### src/rtl/tdes_byte_stream_adapter.sv
// tdes_byte_stream_adapter
// Byte-stream wrapper around the triple DES core. Eight input bytes are
// packed into a 64-bit block, the core is started with a one-cycle enable,
// and its 64-bit result is drained as eight bytes over valid/ready.
// A wait timeout returns the adapter to LOAD and pulses err.

module tdes_byte_stream_adapter #(
    parameter int TIMEOUT_CYCLES = 1024
) (
    input  logic        clk,
    input  logic        rst,
    input  logic [7:0]  in_byte,
    input  logic        in_valid,
    output logic        in_ready,
    input  logic        in_mode,
    output logic        des_enable,
    output logic        des_encr_decr,
    output logic [63:0] des_input_block,
    input  logic [63:0] des_output_block,
    input  logic        des_done,
    output logic [7:0]  out_byte,
    output logic        out_valid,
    input  logic        out_ready,
    output logic        busy,
    output logic        err
);

    // Timeout counter width holds TIMEOUT_CYCLES; kept at 1 bit when disabled.
    localparam int TW = (TIMEOUT_CYCLES < 1) ? 1 : $clog2(TIMEOUT_CYCLES + 1);
    localparam bit TO_EN_C = (TIMEOUT_CYCLES != 0);
    localparam logic [TW-1:0] TO_LAST_C = (TIMEOUT_CYCLES < 1) ? {TW{1'b0}} : TW'(TIMEOUT_CYCLES - 1);

    typedef enum logic [1:0] {
        ST_LOAD  = 2'd0,
        ST_START = 2'd1,
        ST_WAIT  = 2'd2,
        ST_DRAIN = 2'd3
    } state_t;

    state_t          state_r;
    state_t          state_s;
    logic [2:0]      byte_cnt_r;
    logic [TW-1:0]   to_cnt_r;
    logic [63:0]     in_shift_r;
    logic [63:0]     out_shift_r;
    logic            mode_r;
    logic            in_ready_r;
    logic            des_enable_r;
    logic            out_valid_r;
    logic            busy_r;
    logic            err_r;

    logic            accept_s;
    logic            handshake_s;
    logic            capture_s;
    logic            timeout_s;

    // Next-state decode and per-cycle event strobes.
    always_comb begin
        state_s     = state_r;
        accept_s    = 1'b0;
        handshake_s = 1'b0;
        capture_s   = 1'b0;
        timeout_s   = 1'b0;
        case (state_r)
            ST_LOAD: begin
                accept_s = in_valid;
                if (in_valid && (byte_cnt_r == 3'd7)) begin
                    state_s = ST_START;
                end else begin
                    state_s = ST_LOAD;
                end
            end
            ST_START: begin
                state_s = ST_WAIT;
            end
            ST_WAIT: begin
                // A done on the last timeout cycle still wins over the timeout.
                if (des_done) begin
                    capture_s = 1'b1;
                    state_s   = ST_DRAIN;
                end else if (TO_EN_C && (to_cnt_r == TO_LAST_C)) begin
                    timeout_s = 1'b1;
                    state_s   = ST_LOAD;
                end else begin
                    state_s = ST_WAIT;
                end
            end
            ST_DRAIN: begin
                handshake_s = out_ready;
                if (out_ready && (byte_cnt_r == 3'd7)) begin
                    state_s = ST_LOAD;
                end else begin
                    state_s = ST_DRAIN;
                end
            end
            default: begin
                state_s = ST_LOAD;
            end
        endcase
    end

    // State register.
    always_ff @(posedge clk or posedge rst) begin
        if (rst) begin
            state_r <= ST_LOAD;
        end else begin
            state_r <= state_s;
        end
    end

    // Shared byte counter: counts accepted input bytes, then drained output bytes.
    always_ff @(posedge clk or posedge rst) begin
        if (rst) begin
            byte_cnt_r <= 3'd0;
        end else if (accept_s || handshake_s) begin
            byte_cnt_r <= byte_cnt_r + 3'd1;
        end else begin
            byte_cnt_r <= byte_cnt_r;
        end
    end

    // Wait-cycle counter: cleared while starting the core, runs only in WAIT.
    always_ff @(posedge clk or posedge rst) begin
        if (rst) begin
            to_cnt_r <= {TW{1'b0}};
        end else if (state_r == ST_START) begin
            to_cnt_r <= {TW{1'b0}};
        end else if (state_r == ST_WAIT) begin
            to_cnt_r <= to_cnt_r + TW'(1'b1);
        end else begin
            to_cnt_r <= to_cnt_r;
        end
    end

    // Input assembly: bytes enter at the LSB end; mode is taken with the first byte.
    always_ff @(posedge clk or posedge rst) begin
        if (rst) begin
            in_shift_r <= 64'h0;
            mode_r     <= 1'b0;
        end else if (accept_s) begin
            in_shift_r <= {in_shift_r[55:0], in_byte};
            mode_r     <= (byte_cnt_r == 3'd0) ? in_mode : mode_r;
        end else begin
            in_shift_r <= in_shift_r;
            mode_r     <= mode_r;
        end
    end

    // Output shift register: loads the core result, shifts out MSB byte first.
    always_ff @(posedge clk or posedge rst) begin
        if (rst) begin
            out_shift_r <= 64'h0;
        end else if (capture_s) begin
            out_shift_r <= des_output_block;
        end else if (handshake_s) begin
            out_shift_r <= {out_shift_r[55:0], 8'h00};
        end else begin
            out_shift_r <= out_shift_r;
        end
    end

    // Status and strobe outputs registered from the next state.
    always_ff @(posedge clk or posedge rst) begin
        if (rst) begin
            in_ready_r   <= 1'b1;
            des_enable_r <= 1'b0;
            out_valid_r  <= 1'b0;
            busy_r       <= 1'b0;
            err_r        <= 1'b0;
        end else begin
            in_ready_r   <= (state_s == ST_LOAD);
            des_enable_r <= (state_s == ST_START);
            out_valid_r  <= (state_s == ST_DRAIN);
            busy_r       <= (state_s != ST_LOAD);
            err_r        <= timeout_s;
        end
    end

    assign in_ready        = in_ready_r;
    assign des_enable      = des_enable_r;
    assign des_encr_decr   = mode_r;
    assign des_input_block = in_shift_r;
    assign out_byte        = out_shift_r[63:56];
    assign out_valid       = out_valid_r;
    assign busy            = busy_r;
    assign err             = err_r;

endmodule

### config.mk
export PLATFORM = sky130hd
export DESIGN_NAME = tdes_byte_stream_adapter
export DESIGN_NICKNAME = d
export VERILOG_FILES = /design/src/rtl/tdes_byte_stream_adapter.sv
export SDC_FILE = /design/constraint.sdc
export NUM_CORES = 1
export LEC_CHECK = 0
export CAP_MARGIN = 0
export CORE_AREA = 2 2 113 115
export CTS_CLUSTER_DIAMETER = 40
export DETAILED_ROUTE_END_ITERATION = 8
export DIE_AREA = 0 0 115 117
export GPL_TIMING_DRIVEN = 1
export PLACE_DENSITY_LB_ADDON = 0.12
export REMOVE_ABC_BUFFERS = 1
export SLEW_MARGIN = 5
export SYNTH_ARGS = -nofsm -noshare
export SYNTH_HDL_FRONTEND = slang
export SYNTH_SLANG_ARGS = --single-unit
### constraint.sdc
create_clock -name clk -period 11.6 [get_ports clk]
set_input_delay 2.9 -clock clk [delete_from_list [all_inputs] [get_ports clk]]
set_output_delay 2.9 -clock clk [all_outputs]
set_load 0.005 [all_outputs]
# Word-level counts from Yosys, hierarchy flattened
# Cells that the tools add are included.
[word_totals]
regBits = 150
in_bits = 78
output_inout_bits = 78
wordCells = 46
[op_classes]
add_sub_neg = 2
n_eq_ne = 7
muxes = 16
reduce_logical = 10
[ops]
columns = ["cell", "n"]
rows = [
  ["2-to-1 mux 64 bit", 2],
  ["2-to-1 mux 11 bit", 2],
  ["adder 11 x 1 -> 11 bit, second input constant", 1],
  ["== test 11 x 10 -> 1 bit, second input constant", 1],
  ["2-to-1 mux 1 bit", 8],
  ["one-hot mux 2 bit (4 select lines)", 1],
  ["== test 2 bit, second input constant", 3],
  ["2-to-1 mux 2 bit", 3],
  ["nonzero test 2 bit", 3],
  ["== test 2 x 1 -> 1 bit, second input constant", 2],
  ["zero test 2 bit", 2],
  ["adder 3 x 1 -> 3 bit, second input constant", 1],
  ["== test 3 bit, second input constant", 1],
  ["zero test 3 bit", 1],
  ["logical AND 1 bit", 2],
  ["AND reduction 2 bit", 1],
  ["logical OR 1 bit", 1],
]

# Depth between registers and ports, before layout
[logic_depth]
depth_word = 5
mapped_depth = 7
depth_no_buf = 6

# Worst setup path after synthesis
# Ideal clock, no wire load.
[synth_timing]
path_type = "input port to flip-flop"
start = "in in_valid"
end = "reg in_shift_r[0] (netlist: des_input_block[0])"
setup_ns = 0.125
arrival_time_ns = 3.703
required_ns = 11.475
path_slack_ns = 7.772
cell_stages = 4
cell_sequence = "nand2_1 buf_2 buf_2 mux2_2"
[synth_via]
elab_chain_len = 1
[synth_rtl]
columns = ["item", "line", "rtl"]
rows = [
  ["from (decl)", "13", "input logic in_valid,"],
  ["2-to-1 mux 1 bit", "65", "case (state_r)"],
  ["to (signal assigned)", "142", "in_shift_r <= {in_shift_r[55:0], in_byte};"],
  ["to (signal assigned)", "145", "in_shift_r <= in_shift_r;"],
  ["to (decl)", "44", "logic [63:0] in_shift_r;"],
]
# No other way between the ends.
# A chain may end at the register's enable or synchronous reset.

# Worst setup path after layout
[layout_timing]
start = "in out_ready"
end = "reg byte_cnt_r[2]"
[layout_via]
elab_chain_len = 2
[layout_rtl]
columns = ["item", "line", "rtl"]
rows = [
  ["from (decl)", "23", "input logic out_ready,"],
  ["2-to-1 mux 1 bit", "65", ""],
  ["logical OR 1 bit", "116", "end else if (accept_s || handshake_s) begin"],
  ["to (signal assigned)", "117", "byte_cnt_r <= byte_cnt_r + 3'd1;"],
  ["to (signal assigned)", "119", "byte_cnt_r <= byte_cnt_r;"],
  ["to (decl)", "42", "logic [2:0] byte_cnt_r;"],
]
# No other way between the ends.

==> flow_metrics.tcl <==
set metrics [dict create \
    status "completed" \
    r2r_slack_ns 9.38 \
    htree_levels 4 \
    postCtsSetupBuffers 0 \
    finalNonFillerCells 822 \
    dr.pass1.iters 4 \
    endpoint_kind "flip-flop" \
    wl_met3_um 695 \
    required_ns 11.90 \
    synth_seq_cells 150 \
    grt_pass1_wl_mm 20.67 \
    ioPinCount 156 \
    num_vias 4338 \
    top_layer_used "met4" \
    cts_sinks 150 \
    drv_slew 0 \
    root_buffer "clkbuf_16" \
    synth_edf_count 0 \
    drcViolationCount 0 \
    reg2reg_to "byte_cnt_r[2]" \
    numPortBuffers 155 \
    critPathMaxStageDelay_ns 0.74 \
    finalWeightedCongestion 0.8419 \
    synth_most_common_cell "dfrtp_1" \
    clk_pin_slew_ns 0.06 \
    whs_path_depth 1 \
    ant_nets 0 \
    fin_ws_ns 7.080 \
    dieArea_mm2 0.01346 \
    slowest_stage "nand2_4" \
    ctsHoldBuffers 0 \
    finish.utilization 0.7003 \
    cts_made_buffers 17 \
    diodes 0 \
    dp_hpwl_mm 8.631 \
    cts_repair_resize_count 0 \
    asyncSetResetFlopFracSynth 1.000 \
    core_area_mm2 0.01231 \
    syn2layout_area_growth_pct 33.01 \
    max-cap-violations 0 \
    min_period_over_period 0.3897 \
    wirelength_mm 12.91 \
    pre_cts_ws_ns 6.655 \
    tightest_slew_ns 1.045 \
    peakVddDrop_uv 175.7 \
    netlist_instances 518 \
    synthDistinctLibCells 47 \
    grt.total_usage 0.1994 \
    num-nets-final 746 \
    synth_top_cell_area_share 0.5752 \
    path_class "in2reg" \
    start_kind "input pin" \
    clkLatencyLatePin_ns 0.42 \
    die_w_um 115 \
    finalSetupViolCount 0 \
    fmax_ghz 0.2212 \
    routedWlPerCell_um 15.70 \
    avgViaCountPerCell 5.277 \
    yosysWarnings 0 \
    arrival_ns 4.82 \
    wl_met1_mm 5.558 \
    skew_ns 0.006492 \
    hold_start "out_shift_r[7]" \
    syn-cell-area_mm2 0.006482 \
    synthTopCellsByArea "dfrtp_1, mux2_2, mux2i_1" \
    hp-class "reg2reg" \
    clockBufferDepth 2 \
    finalSetupTns_ns 0 \
    rows 41 \
    rsz0062_at_grt "false" \
    leakagePower_nw 4.056 \
    synthTopCellsByCount "dfrtp_1, mux2_2, nand2_1, o21ai_0, mux2i_1" \
    start_util 0.5265 \
    cts_tree "yes" \
    worst-path-max-fanout 57 \
    die_y_um 117 \
    hold_viol 0 \
    drive_gt1_frac 0.1696 \
    antenna_found_initial 0 \
    p_per_area_mw_per_mm2 261.6 \
    yosysSeqAreaShare 0.5792 \
    yosysTopAreaCell "dfrtp_1" \
    timing.rr.start "state_r[1]" \
    synth_area_per_cell_um2 12.51 \
    whs_endpoint "out_shift_r[7]" \
    overflow 0 \
    slew_headroom 0.3032 \
    drt_iter0_markers 178 \
    r2r.worst_path.cells 4 \
    synthFlopType "dfrtp_1" \
    grt_pass1_vias 4276 \
    wl_met2_mm 6.435 \
    placed_cells 790 \
    crit_path_cell_trace "clkdlybuf4s50_1 -> nand2_4 -> and2_1 -> mux2_2" \
    period_needed_ns 4.520 \
    grt_max_degree 123 \
]
-- how the worst max path moves through the flow --
stage                     slack, ns       from  depth (start not counted)               to
final                          7.08  out_ready                          4    byte_cnt_r[2]
after CTS                      7.07  out_ready                          4    byte_cnt_r[2]
after global placement         6.68  out_ready                          4    byte_cnt_r[2]
after floorplan                4.67        rst                          1             busy
after detailed placement       6.65  out_ready                          4    byte_cnt_r[2]
after global routing           7.00        rst                          3  out_shift_r[59]
-- where the power goes --
part / leakage, nW / total (mW) / internal, mW / switching [mW]
Sequential: 1.88 / 0.917 / 0.763 / 0.154
Combinational: 1.90 / 0.824 / 0.495 / 0.328
Clock: 0.279 / 0.515 / 0.315 / 0.199
Total: 4.06 / 2.26 / 1.57 / 0.681
-- per-layer routing --
layer  up-vias  global-route usage
met3        18             0.05716
met1      2121              0.2495
met4         0             0.08675
met5         -                   0
met2        95              0.3267
li1       2104                   -
-- worst max-delay path, delay by kind of cell --
kind / cells / cell delay (ns)
buf+inv: 1 / 0.50
simple gates: 2 / 1.06
mux: 1 / 0.35
-- registers in the layout (all words and copies together) (netlist names) --
signal and flops:
busy 1, byte_cnt_r 3, des_enable 1, des_encr_decr 1, des_input_block 64, err 1, in_ready 1, out_shift_r 64
out_valid 1, state_r 2, to_cnt_r 11
-- per-stage QoR --
stage / instance area (µm²) / total power, mW / hold slack [ns]
after global placement: 8059 / 1.711 / 0.4824
after floorplan: 6287 / 1.377 / 0.4654
after global routing: 8622 / 2.413 / 0.5208
after CTS: 8622 / 2.284 / 0.5038
final: 8622 / 2.255 / 0.5004
after detailed placement: 8059 / 1.757 / 0.4822
-- cells by family (layout without fill, tap and decap cells) --
logic type | Yosys count | in the layout | share of synthesized area
and+or+nand+nor | 95 | 95 | 0.07180
DFF | 150 | 150 | 0.5792
muxes | 126 | 126 | 0.2075
xor gates and xnor gates | 2 | 2 | 0.002703
AOI/OAI and AO/OA | 91 | 91 | 0.08551
adders and majority gates | 9 | 9 | 0.01737
buffers and inverters | 45 | 199 | 0.03590
-- final cells by class --
class / instances / area, µm²
Multi-Input combinational cell: 323 / 2507
Timing Repair Buffer: 157 / 1567
Sequential cell: 150 / 3755
Inverter: 10 / 42.54
Clock inverter: 9 / 75.07
Fill cell: 930 / 3690
Tap cell: 150 / 187.7
Clock buffer: 23 / 488.0
-- placed cells by master, fill, tap and decap left out, drive strengths merged, types with 2 or more instances in the layout --
master	instances
clkdlybuf4s50	155
a21bo	2
clkinvlp	2
clkbuf	23
buf	2
nand2b	3
a21oi	6
ha	9
nand4b	2
mux2	67
inv	10
mux2i	59
or4	2
and2	4
o21ai	62
nand2	63
dfrtp	149
o31ai	3
nor2	4
nand3	3
nand4	4
and4	3
a22o	8
nor4	2
clkinv	6
o211a	2
Power figures use the tool's default switching activity.
